===== src/rtl/rtc_seq_pkg.sv =====
// Shared types for the RTC bus sequencer: FSM states, command op codes and the command record.
package rtc_seq_pkg;

    typedef enum logic [3:0] {
        S_IDLE, S_ADR_CS, S_ADR_STB, S_ADR_HOLD, S_GAP,
        S_DAT_CS, S_DAT_STB, S_DAT_HOLD, S_DONE
    } state_e;

    typedef enum logic [1:0] {OP_NONE, OP_RD, OP_WR, OP_INIT} op_e;

    typedef struct packed {
        op_e        op;
        logic [7:0] addr;
        logic [7:0] data;
    } cmd_t;

    // Phase indices of the bus access sequence.
    localparam int PH_ADR = 0;
    localparam int PH_GAP = 1;
    localparam int PH_DAT = 2;

    // Start priority: inicio > escribir > leer.
    function automatic op_e pick_op(logic ini, logic wr, logic rd);
        if (ini)     return OP_INIT;
        else if (wr) return OP_WR;
        else if (rd) return OP_RD;
        return OP_NONE;
    endfunction

endpackage


===== src/rtl/rtc_bus_sequencer_if.sv =====
// Decoder command port and RTC multiplexed AD bus, bundled for the sequencer.
interface rtc_bus_sequencer_if;
    logic       arranque_inicio, arranque_escribir, arranque_leer;
    logic [7:0] direccion, dato, ad_in, ad_out, dato_leido;
    logic       ad_oe, cs_n, rd_n, wr_n, a_d, listo, ocupado;

    modport master (
        output arranque_inicio, arranque_escribir, arranque_leer, direccion, dato, ad_in,
        input  ad_out, ad_oe, cs_n, rd_n, wr_n, a_d, dato_leido, listo, ocupado
    );
    modport slave (
        input  arranque_inicio, arranque_escribir, arranque_leer, direccion, dato, ad_in,
        output ad_out, ad_oe, cs_n, rd_n, wr_n, a_d, dato_leido, listo, ocupado
    );
endinterface


===== src/rtl/rtc_phase_timer.sv =====
// Phase down-counter: reloads PHASE_CYC-1 on load_i, last_o marks the final cycle of a phase.
module rtc_phase_timer #(
    parameter int PHASE_CYC = 4
) (
    input  logic clk,
    input  logic rst,
    input  logic load_i,
    output logic last_o
);
    localparam int W = $clog2(PHASE_CYC + 1);
    localparam logic [W-1:0] RELOAD = W'(PHASE_CYC - 1);

    logic [W-1:0] cnt_q;

    always_ff @(posedge clk or posedge rst) begin
        if (rst)                cnt_q <= '0;
        else if (load_i)        cnt_q <= RELOAD;
        else if (cnt_q != '0)   cnt_q <= cnt_q - 1'b1;
    end

    assign last_o = (cnt_q == '0);
endmodule


===== src/rtl/rtc_bus_sequencer.sv =====
// RTC multiplexed-bus sequencer: address phase, gap, data phase; init runs two writes.
// Optional one-deep pending command slot enabled with `define RTC_SEQ_QUEUE_EN.
module rtc_bus_sequencer
    import rtc_seq_pkg::*;
#(
    parameter int         PHASE_CYC  = 4,
    parameter logic [7:0] INIT_ADDR  = 8'h02,
    parameter logic [7:0] INIT_DATA0 = 8'h10,
    parameter logic [7:0] INIT_DATA1 = 8'h00
) (
    input  logic clk,
    input  logic rst,
    rtc_bus_sequencer_if.slave bus
);
    state_e     state_q, state_d;
    cmd_t       cmd_q, cmd_d;
    logic       init2_q, init2_d;
    logic       last;
    op_e        op1;

    logic       cs_n_d, rd_n_d, wr_n_d, a_d_d, ad_oe_d;
    logic [7:0] ad_out_d;
    logic       cs_n_q, rd_n_q, wr_n_q, a_d_q, ad_oe_q, listo_q, ocupado_q;
    logic [7:0] ad_out_q, dato_leido_q;

    function automatic cmd_t new_cmd(op_e op, logic [7:0] dir, logic [7:0] dat);
        new_cmd.op   = op;
        new_cmd.addr = (op == OP_INIT) ? INIT_ADDR  : dir;
        new_cmd.data = (op == OP_INIT) ? INIT_DATA0 : dat;
    endfunction

    rtc_phase_timer #(.PHASE_CYC(PHASE_CYC)) u_timer (
        .clk    (clk),
        .rst    (rst),
        .load_i (state_d != state_q),
        .last_o (last)
    );

    assign op1 = pick_op(bus.arranque_inicio, bus.arranque_escribir, bus.arranque_leer);

`ifdef RTC_SEQ_QUEUE_EN
    cmd_t pend_q, pend_d;
    op_e  op2;
    // Runner-up of simultaneous starts goes to the slot.
    assign op2 = pick_op(1'b0, bus.arranque_escribir & bus.arranque_inicio,
                         bus.arranque_leer & (bus.arranque_inicio | bus.arranque_escribir));
`endif

    always_comb begin
        state_d = state_q;
        cmd_d   = cmd_q;
        init2_d = init2_q;
`ifdef RTC_SEQ_QUEUE_EN
        pend_d  = pend_q;
        if (state_q != S_IDLE && pend_q.op == OP_NONE)
            pend_d = new_cmd(op1, bus.direccion, bus.dato);
`endif
        case (state_q)
            S_IDLE: begin
`ifdef RTC_SEQ_QUEUE_EN
                if (pend_q.op != OP_NONE) begin
                    cmd_d   = pend_q;
                    pend_d  = '0;
                    init2_d = 1'b0;
                    state_d = S_ADR_CS;
                end else if (op1 != OP_NONE) begin
                    cmd_d   = new_cmd(op1, bus.direccion, bus.dato);
                    pend_d  = new_cmd(op2, bus.direccion, bus.dato);
                    init2_d = 1'b0;
                    state_d = S_ADR_CS;
                end
`else
                if (op1 != OP_NONE) begin
                    cmd_d   = new_cmd(op1, bus.direccion, bus.dato);
                    init2_d = 1'b0;
                    state_d = S_ADR_CS;
                end
`endif
            end
            S_DAT_HOLD: if (last) begin
                if (cmd_q.op == OP_INIT && !init2_q) begin
                    cmd_d.data = INIT_DATA1;
                    init2_d    = 1'b1;
                    state_d    = S_ADR_CS;
                end else begin
                    state_d = S_DONE;
                end
            end
            S_DONE: begin
                state_d = S_IDLE;
`ifdef RTC_SEQ_QUEUE_EN
                if (pend_q.op != OP_NONE) begin
                    cmd_d   = pend_q;
                    pend_d  = '0;
                    init2_d = 1'b0;
                    state_d = S_ADR_CS;
                end
`endif
            end
            default: if (last) state_d = state_e'(state_q + 4'd1);
        endcase
    end

    // Outputs are decoded from the next state so the registered pins line up with the state.
    always_comb begin
        logic adr, dat, rdop;
        adr      = state_d inside {S_ADR_CS, S_ADR_STB, S_ADR_HOLD};
        dat      = state_d inside {S_DAT_CS, S_DAT_STB, S_DAT_HOLD};
        rdop     = (cmd_d.op == OP_RD);
        cs_n_d   = !(adr || dat);
        wr_n_d   = !(state_d == S_ADR_STB || (state_d == S_DAT_STB && !rdop));
        rd_n_d   = !(state_d == S_DAT_STB && rdop);
        a_d_d    = !(dat || state_d == S_GAP);
        ad_oe_d  = adr || (dat && !rdop);
        ad_out_d = adr ? cmd_d.addr : ((dat && !rdop) ? cmd_d.data : 8'h00);
    end

    always_ff @(posedge clk or posedge rst) begin
        if (rst) begin
            state_q      <= S_IDLE;
            cmd_q        <= '0;
            init2_q      <= 1'b0;
            cs_n_q       <= 1'b1;
            rd_n_q       <= 1'b1;
            wr_n_q       <= 1'b1;
            a_d_q        <= 1'b1;
            ad_oe_q      <= 1'b0;
            ad_out_q     <= 8'h00;
            dato_leido_q <= 8'h00;
            listo_q      <= 1'b0;
            ocupado_q    <= 1'b0;
        end else begin
            state_q   <= state_d;
            cmd_q     <= cmd_d;
            init2_q   <= init2_d;
            cs_n_q    <= cs_n_d;
            rd_n_q    <= rd_n_d;
            wr_n_q    <= wr_n_d;
            a_d_q     <= a_d_d;
            ad_oe_q   <= ad_oe_d;
            ad_out_q  <= ad_out_d;
            listo_q   <= (state_d == S_DONE);
            ocupado_q <= (state_d != S_IDLE);
            if (state_q == S_DAT_STB && last && cmd_q.op == OP_RD)
                dato_leido_q <= bus.ad_in;
        end
    end

`ifdef RTC_SEQ_QUEUE_EN
    always_ff @(posedge clk or posedge rst) begin
        if (rst) pend_q <= '0;
        else     pend_q <= pend_d;
    end
`endif

    assign bus.cs_n       = cs_n_q;
    assign bus.rd_n       = rd_n_q;
    assign bus.wr_n       = wr_n_q;
    assign bus.a_d        = a_d_q;
    assign bus.ad_oe      = ad_oe_q;
    assign bus.ad_out     = ad_out_q;
    assign bus.dato_leido = dato_leido_q;
    assign bus.listo      = listo_q;
    assign bus.ocupado    = ocupado_q;
endmodule


===== src/flat_wrapper.sv =====
// flat-port wrapper written by rule: the top's interface ports become plain ports
module rtc_bus_sequencer_flat import rtc_seq_pkg::*;
#(
    parameter int         PHASE_CYC  = 4,
    parameter logic [7:0] INIT_ADDR  = 8'h02,
    parameter logic [7:0] INIT_DATA0 = 8'h10,
    parameter logic [7:0] INIT_DATA1 = 8'h00
)
  (clk, rst, bus_arranque_inicio, bus_arranque_escribir, bus_arranque_leer, bus_direccion, bus_dato, bus_ad_in, bus_ad_out, bus_ad_oe, bus_cs_n, bus_rd_n, bus_wr_n, bus_a_d, bus_dato_leido, bus_listo, bus_ocupado);
  rtc_bus_sequencer_if bus_i ();
  input  logic clk;
  input  logic rst;
  input wire logic [$bits(bus_i.arranque_inicio)-1:0] bus_arranque_inicio;
  input wire logic [$bits(bus_i.arranque_escribir)-1:0] bus_arranque_escribir;
  input wire logic [$bits(bus_i.arranque_leer)-1:0] bus_arranque_leer;
  input wire logic [$bits(bus_i.direccion)-1:0] bus_direccion;
  input wire logic [$bits(bus_i.dato)-1:0] bus_dato;
  input wire logic [$bits(bus_i.ad_in)-1:0] bus_ad_in;
  output wire logic [$bits(bus_i.ad_out)-1:0] bus_ad_out;
  output wire logic [$bits(bus_i.ad_oe)-1:0] bus_ad_oe;
  output wire logic [$bits(bus_i.cs_n)-1:0] bus_cs_n;
  output wire logic [$bits(bus_i.rd_n)-1:0] bus_rd_n;
  output wire logic [$bits(bus_i.wr_n)-1:0] bus_wr_n;
  output wire logic [$bits(bus_i.a_d)-1:0] bus_a_d;
  output wire logic [$bits(bus_i.dato_leido)-1:0] bus_dato_leido;
  output wire logic [$bits(bus_i.listo)-1:0] bus_listo;
  output wire logic [$bits(bus_i.ocupado)-1:0] bus_ocupado;
  assign bus_i.arranque_inicio = bus_arranque_inicio;
  assign bus_i.arranque_escribir = bus_arranque_escribir;
  assign bus_i.arranque_leer = bus_arranque_leer;
  assign bus_i.direccion = bus_direccion;
  assign bus_i.dato = bus_dato;
  assign bus_i.ad_in = bus_ad_in;
  assign bus_ad_out = bus_i.ad_out;
  assign bus_ad_oe = bus_i.ad_oe;
  assign bus_cs_n = bus_i.cs_n;
  assign bus_rd_n = bus_i.rd_n;
  assign bus_wr_n = bus_i.wr_n;
  assign bus_a_d = bus_i.a_d;
  assign bus_dato_leido = bus_i.dato_leido;
  assign bus_listo = bus_i.listo;
  assign bus_ocupado = bus_i.ocupado;
  rtc_bus_sequencer #(.PHASE_CYC(PHASE_CYC), .INIT_ADDR(INIT_ADDR), .INIT_DATA0(INIT_DATA0), .INIT_DATA1(INIT_DATA1)) u_core (.clk(clk), .rst(rst), .bus(bus_i));
endmodule

===== config.mk =====
export PLATFORM = sky130hd
export DESIGN_NAME = rtc_bus_sequencer_flat
export DESIGN_NICKNAME = d
export VERILOG_FILES = /design/src/rtl/rtc_seq_pkg.sv /design/src/rtl/rtc_bus_sequencer_if.sv /design/src/rtl/rtc_phase_timer.sv /design/src/rtl/rtc_bus_sequencer.sv /design/src/flat_wrapper.sv
export SDC_FILE = /design/constraint.sdc
export NUM_CORES = 1
export LEC_CHECK = 0
export CAP_MARGIN = 20
export CORE_ASPECT_RATIO = 2
export CORE_MARGIN = 2
export CORE_UTILIZATION = 42
export CTS_CLUSTER_SIZE = 25
export DETAILED_ROUTE_END_ITERATION = 6
export HOLD_SLACK_MARGIN = 0.15
export PLACE_DENSITY = 0.75
export SKIP_LAST_GASP = 1
export SYNTH_ARGS = -nofsm -noshare
export SYNTH_HDL_FRONTEND = slang
export SYNTH_HIERARCHICAL = 1
export SYNTH_SLANG_ARGS = --single-unit

===== constraint.sdc =====
create_clock -name clk -period 1.9 [get_ports clk]
set_input_delay 0.19 -clock clk [delete_from_list [all_inputs] [get_ports clk]]
set_output_delay 0.19 -clock clk [all_outputs]
set_load 0.02 [all_outputs]

Word-level counts from Yosys, hierarchy flattened --
Index checks and enable logic that the tools add are counted.
Storage, ports and cells: bits in registers 49, bits of input ports 29, output and inout bits 23
Cells by class: $add $sub $neg 2, equality and inequality tests 19, mux-type cells 27, reduce and logical (&&, ||, !) cells 26
Operator list (count):
- $mux W8 | 6
- $eq A4 B3 Y1 const B | 6
- $mux W18 | 1
- $mux W4 | 4
- $pmux W8 S2 | 1
- $pmux W4 S3 | 1
- $mux W10 | 1
- $reduce_bool A3 Y1 | 3
- $eq A4 B2 Y1 const B | 2
- $eq A4 B4 Y1 const B | 2
- $mux W2 | 4
- $logic_and A1 B1 Y1 | 6
- $logic_not A1 Y1 | 6
- $mux W1 | 6
- $mux W3 | 2
- $ne A2 B1 Y1 const B | 3
- $reduce_bool A2 Y1 | 3
- $add A4 B1 Y4 const B | 1
- $eq A2 B1 Y1 const B | 2
- $eq A2 B2 Y1 const B | 2
- $eq A4 B1 Y1 const B | 1
- $logic_not A4 Y1 | 1
- $logic_or A1 B1 Y1 | 4
- $ne A4 B4 Y1 | 1
- other kinds (5) | 5

Logic depth before layout (Yosys ltp) --
depth in word-level cells 13, gate-level depth with buffers 10, depth with buffers taken out 10

By module --
The synthesis kept the hierarchy.
By module, submodules not included:
- rtc_bus_sequencer | times used 1, cells an instance 184, area each 2040.7 um2, seq. area each 1156.1 um2
- rtc_phase_timer | times used 1, cells an instance 18, area each 185.2 um2, seq. area each 75.1 um2

Least setup slack after synthesis --
Ideal clock, no wire load.
path kind flip-flop to flip-flop, start register u_core.u_timer.cnt_q[0], end register u_core.ocupado_q (netlist: u_core/bus.ocupado), setup time 139 ps, data arrival time 1923 ps, data required time 1761 ps, slack -162 ps, cell stages (with the launch flop) 8, buffers on the path 0, period minus slack after synthesis 2062 ps, path through dfrtp_1 inv_1 ha_1 and2b_2 and2_1 a32oi_4 o21ai_2 or4_1
On the way: longest elaborated chain between the ends 4, elaborated cells between the ends (all ways) 5
RTL lines:
- from (decl) | line rtc_phase_timer.sv:13 | logic [W-1:0] cnt_q;
- from (signal assigned) | line rtc_phase_timer.sv:18 | else if (cnt_q != '0) cnt_q <= cnt_q - 1'b1;
- $logic_not A3 Y1 (*) | line rtc_phase_timer.sv:21 | assign last_o = (cnt_q == '0);
- via u_core.last | line rtc_bus_sequencer.sv:18 | logic last;
- $mux W4 (on tied branches) | line rtc_bus_sequencer.sv:100, rtc_bus_sequencer.sv:80
- $pmux W4 S3 (*) | line rtc_bus_sequencer.sv:58 | case (state_q)
- via u_core.state_d[0] | line rtc_bus_sequencer.sv:15 | state_e state_q, state_d;
- $reduce_bool A4 Y1 (*) | line rtc_bus_sequencer.sv:143 | ocupado_q <= (state_d != S_IDLE);
- to (signal assigned) | line rtc_bus_sequencer.sv:143
- to (decl) | line rtc_bus_sequencer.sv:23 | logic cs_n_q, rd_n_q, wr_n_q, a_d_q, ad_oe_q, listo_q, ocupado_q;
The timed path passes the listed nets; every way through them passes the cells marked *. A chain may end at the register's enable or synchronous reset.

Final worst setup path --
start register u_core.u_timer.cnt_q[1], end register u_core.ocupado_q (netlist: u_core/bus.ocupado)
The elaborated chain is that of the path after synthesis.

==> flow_summary.toml <==
[outcome]
status = "finished with violations"
violations = "negative setup slack"

[sta]
rsz0062_at_grt = "true"
timing.final.ws_setup_ns = -0.08288
fin_skew_ns = 0.006718
worst_pin_slew_ns = 0.5222
finalCritPeriodShare_pct = 104.4
final-hold-violation-count = 0
hold_slack_ns = 0.4595
fmax_mhz = 504.3
setup-violations-final = 11
fin_crit_ns = 1.983
drv_slew = 0
relSlewSlack_pct = 65.14

[yosys]
async_reset_ff_share_pct = 100.0
synth.area.top_cells = "dfrtp_1, dfstp_2, mux2_2, nand2_1, nand3_1"
yosys_warnings = 6
ys_ff_latch = 49
ys_types = 43
syn-cell-area_mm2 = 0.002226
syn-instance-count = 202
ys_seq_area_share_pct = 55.31
synth_flop_cell = "dfrtp_1"
synthesis.nets = 236
synth_edf_count = 0
synth_top_area_cell = "dfrtp_1"
synth_area_per_cell_um2 = 11.02
yosysTopAreaCellShare_pct = 50.59

[drt]
drc = 0
vias = 1939
wl_um = 5796
wire_per_inst_um = 16.10
via_per_inst = 5.386
drt.antenna.violating_nets = 0
drtIter0Drc = 52
dr.pass1.iters = 4

[floorplan]
start_util_pct = 43.32
rows = 37
design.die.area_mm2 = 0.005933
ios = 52
core_area_mm2 = 0.005139
dieWidth_um = 55.48
die_h_um = 107.0

[setup_path]
rr_endpoint = "u_core/bus.ocupado"
critical_path_arrival_ns = 2.16
rrSetupSlack_ns = -0.08
crit_fanout = 6
r2r_cells = 8
cp-start-kind = "register"
cp.required_ns = 2.08
end_kind = "register"
worstReg2RegStart = "u_core/u_timer/cnt_q[1]"
critPathKind = "reg2reg"

[global_routing]
antenna_found_initial = 0
grt-ovfl-total = 0
grt_use_total_pct = 20.93
grt_max_degree = 25
grt_pass1_vias = 2058
grt_pass1_wl_um = 9556

[cells_and_area]
syn_to_final_growth_pct = 53.12
fin_cells = 360
fin_nets = 335
n_antenna_cell = 0
postLayoutCoreUtil_pct = 66.33
drive_gt1_share_pct = 33.44

[power]
leakage_nw = 1.510
p_per_area_mw_per_mm2 = 1540
vdd_ir_drop_max_mv = 1.183

[hold_path]
hold_start = "bus_dato[1]"
min_to = "u_core/cmd_q[1]"
min_path_cells = 3
hold_path.class = "in2reg"

[clocking]
clockBufferDepth = 2
clock-sinks = 49
path_clk_slew_ns = 0.09
h-tree-depth = 2
clockRootBuffer = "clkbuf_8"
clock_latency_ns = 0.30
tritoncts = "done"
numCtsBuffers = 5

[place]
place.gp.congestion = 0.8827
post-place-ws_ns = -0.2472
dpl.hpwl_um = 4285
io_buffers = 51
dpl.cell_count = 343

[run]
drv_cap = 0
-- power breakdown --
group | switching, mW | internal (mW) | leakage (nW) | total (mW)
Clock | 0.342 | 0.391 | 0.0552 | 0.733
Sequential | 0.183 | 1.41 | 0.610 | 1.60
Combinational | 1.42 | 1.50 | 0.845 | 2.92
-- cells in the final DEF, fill, tap and decap left out, types with 4 or more instances in the layout --
| master | count |
|---|---|
| a21boi_0 | 7 |
| a21oi_1 | 7 |
| a21oi_2 | 4 |
| a22o_1 | 7 |
| a31o_2 | 7 |
| buf_4 | 41 |
| buf_6 | 5 |
| clkbuf_8 | 5 |
| clkdlybuf4s50_1 | 51 |
| dfrtp_1 | 45 |
| dfstp_2 | 4 |
| inv_1 | 7 |
| inv_2 | 4 |
| mux2_2 | 7 |
| nand2_1 | 20 |
| nand3_1 | 15 |
| nor2_1 | 5 |
| nor2b_1 | 4 |
-- synthesized netlist by cell type, types with 3 or more instances --
cell / number
a31o_2: 7
a21boi_0: 7
nand2b_1: 3
nor3_1: 3
nor2b_1: 4
a22o_1: 7
nand3_1: 15
nor2_1: 7
buf_2: 5
mux2_2: 8
a31oi_1: 3
nand2_1: 20
dfstp_2: 4
mux2i_1: 3
a21oi_1: 10
ha_1: 5
inv_1: 11
dfrtp_1: 45
o21ai_0: 6
-- cell families after synthesis --
kind of cell / synth area share (%)
and+or+nand+nor: 16.08
AOI/OAI and AO/OA: 16.92
DFF: 55.31
buffers and inverters: 3.485
muxes: 5.397
adders and majority gates: 2.811
-- timing repair --
item / in CTS / in global routing
setup endpoints to repair: 22 / 29
pin swaps: 7 / 4
setup buffers: 7 / 1
endpoints found under the hold margin: 3 / 0
resized for setup: 19 / 13
hold buffers: 1 / 0
-- layer usage --
layer	GRT usage, %	wire length (um)	vias up
li1	-	-	919
met1	20.90	2055	967
met2	41.33	3442	40
met3	2.533	131	13
met4	9.582	167	0
met5	0	0	-
-- worst max-delay path, cell delays in order (launching register included) --
cell,delay [ns]
dfrtp_1,0.37
inv_2,0.06
ha_4,0.16
and2b_2,0.23
buf_4,0.15
buf_4,0.14
o22ai_4,0.16
o21ai_2,0.12
or4_1,0.47
-- worst max path at each step --
stage	startpoint	end	slack (ns)	depth (start not counted)
after global routing	u_core/u_timer/cnt_q[1]	u_core/bus.ocupado	-0.17	8
after floorplan	u_core/state_q[0]	u_core/bus.ad_out[1]	-0.12	8
after CTS	u_core/u_timer/cnt_q[1]	u_core/bus.ocupado	-0.04	7
after global placement	bus_arranque_inicio	u_core/u_timer/cnt_q[2]	-0.19	8
after detailed placement	bus_arranque_inicio	u_core/bus.wr_n	-0.25	7
final	u_core/u_timer/cnt_q[1]	u_core/bus.ocupado	-0.08	8
-- layout make-up --
| cell class | instances | area (um2) |
|---|---|---|
| fillers | 416 | 1730 |
| flip-flops and latches | 49 | 1231 |
| clock buffers | 6 | 72.57 |
| inverters | 12 | 45.04 |
| multi-input cells | 134 | 1047 |
| well taps | 58 | 72.57 |
| clock inverters | 2 | 35.03 |
| repair buffers | 99 | 904.6 |
-- registers in the layout, summed over array words and instances (netlist names) --
register               flops
u_core/bus.rd_n            1
u_core/bus.cs_n            1
u_core/cmd_q              18
u_core/bus.ocupado         1
u_core/bus.ad_out          8
u_core/bus.wr_n            1
u_core/u_timer/cnt_q       3
u_core/init2_q             1
u_core/bus.ad_oe           1
u_core/bus.listo           1
u_core/bus.dato_leido      8
u_core/bus.a_d             1
u_core/state_q             4
-- through the flow --
step	setup TNS [ns]	instance area (um2)	power [mW]
2_1_floorplan	-1.193	2241	2.916
3_3_place_gp	-2.386	3097	3.990
3_5_place_dp	-3.724	3097	4.045
4_1_cts	-0.08332	3352	5.110
5_1_grt	-2.086	3408	5.583
6_report	-0.5408	3408	5.248
(Power assumes the default switching activity.)
